[src/rtl/config_frame_loader.sv]
// config_frame_loader: assembles parity-protected bitstream words in a shadow
// register and commits the complete frame atomically to the mem/mem_inv
// select buses. A rejected or aborted frame never disturbs the committed bits.
module config_frame_loader #(
  parameter int CHAIN_LEN = 10,
  parameter int WORD_W    = 4
) (
  input  logic                  prog_clk,
  input  logic                  pReset,
  input  logic                  start,
  input  logic                  abort,
  input  logic [WORD_W-1:0]     data_in,
  input  logic                  data_par,
  input  logic                  data_valid,
  output logic                  data_ready,
  output logic [0:CHAIN_LEN-1]  mem,
  output logic [0:CHAIN_LEN-1]  mem_inv,
  output logic                  busy,
  output logic                  done,
  output logic                  err
);

  localparam int NWORDS = (CHAIN_LEN + WORD_W - 1) / WORD_W;
  localparam int CW     = $clog2(NWORDS + 1);
  localparam logic [CW-1:0] LAST = CW'(NWORDS - 1);

  typedef enum logic [1:0] {S_IDLE, S_LOAD, S_COMMIT, S_DONE} state_t;

  state_t                r_state, w_next;
  logic [CW-1:0]         r_cnt;
  logic                  r_perr;
  logic [0:CHAIN_LEN-1]  r_shadow, w_shadow_nxt;
  logic                  w_start, w_xfer, w_par_bad;

  // Abort wins over a coincident transfer, so the word is simply not taken.
  assign w_start   = start && ((r_state == S_IDLE) || (r_state == S_DONE));
  assign w_xfer    = (r_state == S_LOAD) && data_valid && !abort;
  assign w_par_bad = (data_par != (^data_in));

  // Each shadow bit listens only for the word that carries it; tail bits of
  // the last word beyond CHAIN_LEN have no destination and fall away.
  for (genvar gi = 0; gi < CHAIN_LEN; gi++) begin : g_bit
    localparam logic [CW-1:0] K = CW'(gi / WORD_W);
    assign w_shadow_nxt[gi] = (w_xfer && (r_cnt == K)) ? data_in[gi % WORD_W]
                                                       : r_shadow[gi];
  end

  // State register.
  always_ff @(posedge prog_clk) begin
    if (pReset) r_state <= S_IDLE;
    else        r_state <= w_next;
  end

  // Next-state and handshake/status decode of the state register.
  always_comb begin
    w_next     = r_state;
    data_ready = 1'b0;
    busy       = 1'b0;
    case (r_state)
      S_IDLE, S_DONE: if (start) w_next = S_LOAD;
      S_LOAD: begin
        data_ready = 1'b1;
        busy       = 1'b1;
        if (abort)                             w_next = S_IDLE;
        else if (data_valid && (r_cnt == LAST)) w_next = S_COMMIT;
      end
      S_COMMIT: begin
        busy   = 1'b1;
        w_next = S_DONE;
      end
      default: w_next = S_IDLE;
    endcase
  end

  // Shadow assembly, word counter and sticky parity flag.
  always_ff @(posedge prog_clk) begin
    if (pReset || w_start) begin
      r_shadow <= '0;
      r_cnt    <= '0;
      r_perr   <= 1'b0;
    end else if (w_xfer) begin
      r_shadow <= w_shadow_nxt;
      r_cnt    <= r_cnt + CW'(1);
      if (w_par_bad) r_perr <= 1'b1;
    end
  end

  // Atomic commit: mem/mem_inv move together, only on a clean frame.
  always_ff @(posedge prog_clk) begin
    if (pReset) begin
      mem     <= '0;
      mem_inv <= '1;
      done    <= 1'b0;
      err     <= 1'b0;
    end else if (w_start) begin
      done <= 1'b0;
      err  <= 1'b0;
    end else if (r_state == S_COMMIT) begin
      if (!r_perr) begin
        mem     <= r_shadow;
        mem_inv <= ~r_shadow;
        done    <= 1'b1;
      end else begin
        err <= 1'b1;
      end
    end
  end

endmodule

[config.mk]
export PLATFORM = sky130hd
export DESIGN_NAME = config_frame_loader
export DESIGN_NICKNAME = d
export VERILOG_FILES = /design/src/rtl/config_frame_loader.sv
export SDC_FILE = /design/constraint.sdc
export NUM_CORES = 1
export LEC_CHECK = 0
export CAP_MARGIN = 20
export CELL_PAD_IN_SITES_DETAIL_PLACEMENT = 1
export CELL_PAD_IN_SITES_GLOBAL_PLACEMENT = 1
export CORE_MARGIN = 2
export CORE_UTILIZATION = 36
export CTS_CLUSTER_DIAMETER = 120
export DETAILED_ROUTE_END_ITERATION = 8
export PLACE_DENSITY_LB_ADDON = 0.1
export SLEW_MARGIN = 20
export SYNTH_ARGS = -nofsm -noshare
export SYNTH_HDL_FRONTEND = slang
export SYNTH_SLANG_ARGS = --single-unit
export TNS_END_PERCENT = 5
[constraint.sdc]
create_clock -name prog_clk -period 2.1 [get_ports prog_clk]
set_clock_uncertainty 0.15 [all_clocks]
set_input_delay 0.21 -clock prog_clk [delete_from_list [all_inputs] [get_ports prog_clk]]
set_output_delay 0.21 -clock prog_clk [all_outputs]
set_load 0.05 [all_outputs]
# [Yosys cells after proc, flatten, opt, wreduce, memory -nomap -nowiden]
# Cells that the tools add are included.
[classes] n_mux=6 reduce_logical=24 n_addsub=1 n_eq_ne=8 n_bitwise=3
[op_table] operator="2-bit AND reduction" count=7
[op_table] operator="10-bit inverter" count=1
[op_table] operator="1-bit logical AND" count=7
[op_table] operator="2-bit equality test, second input constant" count=3
[op_table] operator="2-bit 2-to-1 mux" count=3
[op_table] operator="2-bit one-hot mux with 3 select lines" count=1
[op_table] operator="2-bit OR reduction" count=3
[op_table] operator="2-bit by 1-bit equality test with 1-bit output, second input constant" count=2
[op_table] operator="2-bit logical NOT" count=2
[op_table] operator="4-bit XOR reduction" count=1
[op_table] operator="3-bit by 2-bit != test with 1-bit output, second input constant" count=1
[op_table] operator="3-bit AND reduction" count=1
[op_table] operator="2-bit by 1-bit adder with 2-bit output, second input constant" count=1
[op_table] operator="1-bit logical OR" count=2
[op_table] operator="1-bit 2-to-1 mux" count=2
[op_table] operator="2-bit != test, second input constant" count=1
[op_table] operator="1-bit inverter" count=2
[op_table] operator="1-bit logical NOT" count=1
[op_table] operator="1-bit != test" count=1
[totals] output_inout_bits=24 regBits=37

# [Logic depth before layout (Yosys ltp)]
# Gate-level depths: netlist (run 1).
[depth] ltp_word=5 mapped_depth=7 ltp_nobuf=6

# [Least setup slack after synthesis (run 1)]
# Ideal clock, no wire load.
[synth_path] path_type="register to register" start="reg r_state[1]" end="reg r_shadow[0] in the netlist's numbering" synth_period_minus_slack_ps=1858 path_slack_ps=242 arrival_ps=1580 path_stages_with_launch=8 cell_sequence="dfxtp_1 inv_1 ha_1 nor2b_1 buf_2 nand3_1 mux2i_1 nor2_1"
[synth_via] elab_chain_cells=5
[synth_rtl] item="from (decl)" line="29" text="state_t r_state, w_next;"
[synth_rtl] item="from (signal assigned)" line="51" text="else r_state <= w_next;"
[synth_rtl] item="2-bit by 1-bit equality test with 1-bit output" line="37" text="assign w_xfer = (r_state == S_LOAD) && data_valid && !abort;"
[synth_rtl] item="1-bit logical AND (2 in series)" line="37"
[synth_rtl] item="1-bit logical AND" line="44" text="assign w_shadow_nxt[gi] = (w_xfer && (r_cnt == K)) ? data_in[gi % WORD_W]"
[synth_rtl] item="2-bit AND reduction (no source line)"
[synth_rtl] item="to (signal assigned)" line="82" text="r_shadow <= w_shadow_nxt;"
[synth_rtl] item="to (decl)" line="32" text="logic [0:CHAIN_LEN-1] r_shadow, w_shadow_nxt;"
# Several ways; a longest one is shown, not always the timed one.
# A chain may end at the register's enable or synchronous reset.

# [Worst setup path after layout (run 1)]
[layout_path] start="reg r_state[0]" end="out data_ready"
[layout_via] elab_chain_cells=2
[layout_rtl] item="2-bit by 1-bit equality test with 1-bit output" line="59" text="case (r_state)"
[layout_rtl] item="1-bit 2-to-1 mux" line="59"
[layout_rtl] item="to (decl)" line="15" text="output logic data_ready,"
# No other way between the ends.

==> results of run 1 <==
-- Yosys cell counts --
cell | n | area [um^2]
dfxtp_1 | 37 | 741
nor2_1 | 25 | 93.8
nand2_1 | 23 | 86.3
a21oi_1 | 13 | 65.1
mux2i_1 | 10 | 100
a211o_1 | 9 | 78.8
ha_1 | 6 | 75.1
inv_1 | 5 | 18.8
nand3_1 | 5 | 25.0
buf_2 | 4 | 20.0
nand2b_1 | 4 | 25.0
clkbuf_1 | 3 | 11.3
xnor2_1 | 2 | 17.5
a211oi_1 | 1 | 7.51
a21o_1 | 1 | 7.51
a2bb2oi_1 | 1 | 8.76
a31oi_1 | 1 | 6.26
and2_1 | 1 | 6.26
nand2_2 | 1 | 6.26
nor2b_1 | 1 | 6.26
nor2b_4 | 1 | 13.8
o21ai_0 | 1 | 5.00
xnor3_1 | 1 | 22.5
xor2_1 | 1 | 8.76
-- sequential cells by signal, indices dropped and copies added, names as in the netlist --
register and count:
r_perr 1, done 1, r_state 2, r_shadow 10, r_cnt 2, mem_inv 10
err 1, mem 10
-- path summary, 6_finish.rpt --
kind	to	slack, ns	cells past startpoint
hold / removal	mem[1]$_SDFFE_PP0P_	0.30	2
setup / recovery	data_ready	0.11	2
hold reg to reg	mem[1]$_SDFFE_PP0P_	0.30	2
setup reg to reg	mem_inv[9]$_SDFFE_PP1P_	0.22	6
-- through the flow --
step	hold slack (ns)	util [%]	cells
after CTS	0.307	48.7	244
after detailed placement	0.298	46.6	236
after floorplan	0.154	-	157
final	0.304	48.7	244
after global routing	0.328	48.7	244
after global placement	0.294	46.6	236
-- worst max-delay path, stage by stage (launching register included) --
cell and delay, ns:
dfxtp_1 0.38, ha_1 0.18, clkdlybuf4s50_1 0.80
-- routing by layer --
layer	share of wire [%]	wire [um]
met5	0	0
met4	0.67	23
met3	4.5	153
met2	48	1620
met1	47	1610
-- cell type report --
type / count / area (um^2) / share of cell area (%)
clock inverter: 2 / 10.0 / 0.521
inverter: 5 / 18.8 / 0.977
tap: 50 / 62.6 / 3.26
timing repair buffer: 36 / 350 / 18.2
sequential: 37 / 741 / 38.6
clock buffer: 6 / 72.6 / 3.78
multi-input combinational: 108 / 666 / 34.7
-- power breakdown --
part / internal (mW) / total, mW / switching, mW
sequential: 0.707 / 0.712 / 0.00546
clock: 0.230 / 0.462 / 0.232
combinational: 0.0523 / 0.123 / 0.0708
total: 0.989 / 1.30 / 0.309
-- cells by family after synthesis --
kind of cell               count (synthesis)
and+or+nand+nor                           61
adders and majority gates                  6
AOI/OAI and AO/OA                         27
xor gates and xnor gates                   4
buffers and inverters                     12
DFF                                       37
muxes                                     10
==> impl_metrics.tcl, run 1 <==
set metrics [dict create \
    gr-usage-met1_pct 22.4 \
    grt_pass1_wl_mm 5.61 \
    path_class "reg2out" \
    use_met3_pct 4.50 \
    post_cts_buffers 0 \
    status "finished, final reports clean" \
    initial_core_util_pct 36.9 \
    peakVddDrop_mv 0.403 \
    path_clk_slew_ns 0.07 \
    setup_tns_ns 0 \
    fin_area_um2 1920 \
    place_congestion 0.702 \
    io_pins 34 \
    syn_area_per_cell_um2 9.28 \
    fillCellCount 449 \
    avgRoutedWirePerCell_um 14.0 \
    maxCapViolCount 0 \
    relSlewSlack_pct 62.2 \
    hold_buffers 0 \
    grt_overflow 0 \
    wl_mm 3.41 \
    synth_warnings 0 \
    synth_top_family_by_area "simple AND/OR/NAND/NOR gates" \
    die_w_um 67.6 \
    dr_total_vias 1184 \
    cts_tree "built" \
    cp_data_arrival_time_ns 1.63 \
    fmaxAchievable_mhz 502 \
    postCtsResizedCells 0 \
    ant_nets 0 \
    place_hpwl_mm 2.55 \
    rows 23 \
    rsz0062_at_grt "no" \
    drcViolationCount 0 \
    min_period_over_period_pct 94.9 \
    hold_viol 0 \
    use_met2_pct 26.6 \
    power_mw 1.30 \
    ys_ff_latch 37 \
    synth_mux_area_share_pct 6.87 \
    final_common_cell "dfxtp_1" \
    slew_violations 0 \
    area_growth_pct 31.9 \
    grtUsageTotal_pct 16.7 \
    placed_cell_area_um2 1840 \
    portBuffers 33 \
    final_cell_mix "dfxtp_1, clkdlybuf4s50_1, nor2_1" \
    cts-buffers-inserted 5 \
    core_area_um2 3940 \
    power_density_nw_per_um2 676 \
    insertedDiodeCount 0 \
    grt_pass1_vias 1177 \
    period_needed_ns 1.99 \
    setup_ws_ns 0.107 \
    busiest_layer "met2" \
    synth-xor-area-share_pct 3.35 \
    worstHoldStart "mem[1]$_SDFFE_PP0P_" \
    drtPass1Iterations 4 \
    worstReg2RegStart "r_state[0]$_SDFFE_PP0P_" \
    clkSinkCount 37 \
    synth_adder_area_share_pct 5.15 \
    antenna_found_initial 0 \
    clockBufferDepth 2 \
    end_kind "output pin" \
    place_ws_ns 0.205 \
    first_iter_violations 50 \
    nets 209 \
    drive_gt1_share_pct 6.70 \
    synth-simple-area-share_pct 18.0 \
    die_h_um 67.6 \
    synth_compound_area_share_pct 12.3 \
    ys_types 24 \
    hp-class "reg2reg" \
    cts.root.buffer_cell "clkbuf_8" \
    fp.dieArea_um2 4570 \
    crit_path_start "r_state[0]$_SDFFE_PP0P_" \
    viasPerCell 4.85 \
    finalSetupViolCount 0 \
    synth_nets 173 \
    syn_area_um2 1460 \
    syn_inst 157 \
    yosysSeqAreaShare_pct 50.9 \
    cp.required_ns 1.74 \
    clk_latency_ns 0.28 \
    cp-start-kind "flop" \
    worst_slew_pin_slew_ns 0.567 \
    grt_start_max_net_pins 25 \
    p_leak_nw 0.784 \
    worstPathMaxFanout 4 \
    cts.htree.levels 2 \
]
No activity file was read; power rests on OpenSTA's default activity.
==> run 2, diff against run 1 <==
Settings changed: ABC_AREA from default to 0, REMOVE_ABC_BUFFERS from default to 1, TNS_END_PERCENT 5 to 10.
==> run 2 against run 1 <==
Final area is 0.91% higher. Count of clock-buffer cells in the layout unchanged. Sequential power about the same. Utilization is 0.44 points higher. Worst hold slack better by 0.0078 ns. Cell count increased by 0.82%. Sequential share of layout area down 0.35 points. Sequential cell count unchanged. Clock power barely moved.
==> impl_metrics.tcl, run 2 (synthesized netlist as in run 1, its figures left out) <==
set metrics [dict create \
    initial_core_util_pct 36.9 \
    relSlewSlack_pct 66.1 \
    hp-class "reg2reg" \
    power_frac_comb_pct 9.8 \
    power.net_switching_mw 0.310 \
    die_w_um 67.6 \
    critical_path.cell_chain "inv_1 > ha_1 > nand2_1 > and2_1 > nand2_1 > a21oi_1" \
    worstReg2RegStart "r_state[0]$_SDFFE_PP0P_" \
    grt_start_max_net_pins 29 \
    grt_pass1_vias 1213 \
    worst_slew_pin_slew_ns 0.506 \
    clockBufferDepth 2 \
    ant_nets 0 \
    drive_gt1_share_pct 8.16 \
    rows 23 \
    worstPathMaxFanout 10 \
    die_h_um 67.6 \
    setup_ws_ns 0.297 \
    utilization_pct 49.2 \
    fillCellCount 464 \
    avgRoutedWirePerCell_um 12.8 \
    place_congestion 0.704 \
    viasPerCell 4.79 \
    first_iter_violations 33 \
    clkSinkCount 37 \
    power_density_nw_per_um2 673 \
    switching_share_pct 23.8 \
    regToRegSetupSlack_ns 0.30 \
    r2r_cells 6 \
    drcViolationCount 0 \
    cts.root.buffer_cell "clkbuf_8" \
    area_growth_pct 33.1 \
    path_clk_slew_ns 0.07 \
    busiest_layer "met2" \
    drtPass1Iterations 4 \
    grt_overflow 0 \
    period_needed_ns 1.80 \
    hold_end "mem[9]$_SDFFE_PP0P_" \
    dr_total_vias 1178 \
    core_area_um2 3940 \
    min_period_over_period_pct 85.9 \
    power.internal_mw 0.993 \
    hold_viol 0 \
    grtUsageTotal_pct 16.3 \
    top_regs "mem x10, mem_inv x10, r_shadow x10" \
    slowest_stage "and2_1" \
    grt_pass1_wl_mm 5.50 \
    place_hpwl_mm 2.36 \
    final_common_cell "dfxtp_1" \
    slew_violations 0 \
    cts-buffers-inserted 5 \
    cpMostUsedCell "nand2_1" \
    use_met3_pct 4.67 \
    reg2reg_to "mem[3]$_SDFFE_PP0P_" \
    cp.required_ns 2.16 \
    antenna_found_initial 0 \
    hold_depth 2 \
    p_seq_share_pct 54.6 \
    worstHoldStart "mem[9]$_SDFFE_PP0P_" \
    setup_tns_ns 0 \
    portBuffers 33 \
    rsz0062_at_grt "no" \
    cts.htree.levels 2 \
    cp-start-kind "flop" \
    peakVddDrop_mv 0.390 \
    final_cell_mix "dfxtp_1, clkdlybuf4s50_1, nor2_1" \
    clock_power_share_pct 35.6 \
    place_ws_ns 0.173 \
    cts_tree "built" \
    wl_mm 3.15 \
    fmaxAchievable_mhz 555 \
    gr-usage-met1_pct 19.9 \
    end_kind "flop" \
    fp.dieArea_um2 4570 \
    max_stage_delay_ns 0.41 \
    io_pins 34 \
    p_leak_nw 0.801 \
    nets 211 \
    path_class "reg2reg" \
    insertedDiodeCount 0 \
    maxCapViolCount 0 \
    status "finished, final reports clean" \
    cp_data_arrival_time_ns 1.87 \
    clk_latency_ns 0.28 \
    finalSetupViolCount 0 \
    use_met2_pct 26.7 \
]
==> run 2: cell count changes in the layout (fill, tap and decap cells not counted), sizes merged <==
cell,delta
clkdlybuf4s50,-1
buf,+3
==> run 2: cell type report <==
type	count	area, um^2	share of cell area (%)
sequential	37	741	38.2
multi-input combinational	108	671	34.6
timing repair buffer	38	363	18.7
clock buffer	6	72.6	3.74
tap	50	62.6	3.23
inverter	5	18.8	0.968
clock inverter	2	10.0	0.516
==> run 2: what timing repair did <==
item | CTS | global route
hold buffers | 0 | 0
buffers inserted | 0 | 0
gates resized for setup | 0 | 1
endpoints found under the setup margin | 0 | 3
==> run 2: routing by layer <==
metal  part of all wire [%]  routed length [um]
met1                     48                1510
met2                     46                1460
met3                    3.9                 123
met4                    1.9                  59
met5                      0                   0
==> run 2: worst max-delay path: cells and delay by family (launching register included) <==
family                     cells  cell delay (ns)
buffers and inverters          1             0.06
DFF                            1             0.38
and+or+nand+nor                3             0.68
AOI/OAI and AO/OA              1             0.13
adders and majority gates      1             0.32
==> run 2: per-stage QoR <==
stage	std cells	power, mW	instance area (um^2)	hold slack, ns
2_1_floorplan	150	0.798	1430	0.129
3_3_place_gp	238	0.852	1850	0.291
3_5_place_dp	238	0.857	1850	0.301
4_1_cts	246	1.33	1930	0.312
5_1_grt	246	1.37	1940	0.335
6_report	246	1.30	1940	0.312
==> run 2: worst max path at each step <==
stage	startpoint	endpoint	slack [ns]
global placement	r_state[0]$_SDFFE_PP0P_	mem_inv[2]$_SDFFE_PP1P_	0.27
finish	r_state[0]$_SDFFE_PP0P_	mem[3]$_SDFFE_PP0P_	0.30
global route	r_state[0]$_SDFFE_PP0P_	mem[4]$_SDFFE_PP0P_	0.08
CTS	r_state[0]$_SDFFE_PP0P_	mem_inv[3]$_SDFFE_PP1P_	0.15
floorplan	r_state[1]$_SDFFE_PP0P_	r_shadow[0]$_SDFFE_PP0P_	0.11
detailed placement	r_state[0]$_SDFFE_PP0P_	mem_inv[3]$_SDFFE_PP1P_	0.17
==> run 2: power by group through the flow <==
stage                     clock network (mW)  logic (mW)  registers [mW]
after detailed placement                   0       0.128           0.728
after floorplan                            0      0.0705           0.727
final                                  0.463       0.128           0.712
after global placement                     0       0.124           0.728
after CTS                              0.484       0.129           0.712
after global routing                   0.513       0.140           0.713
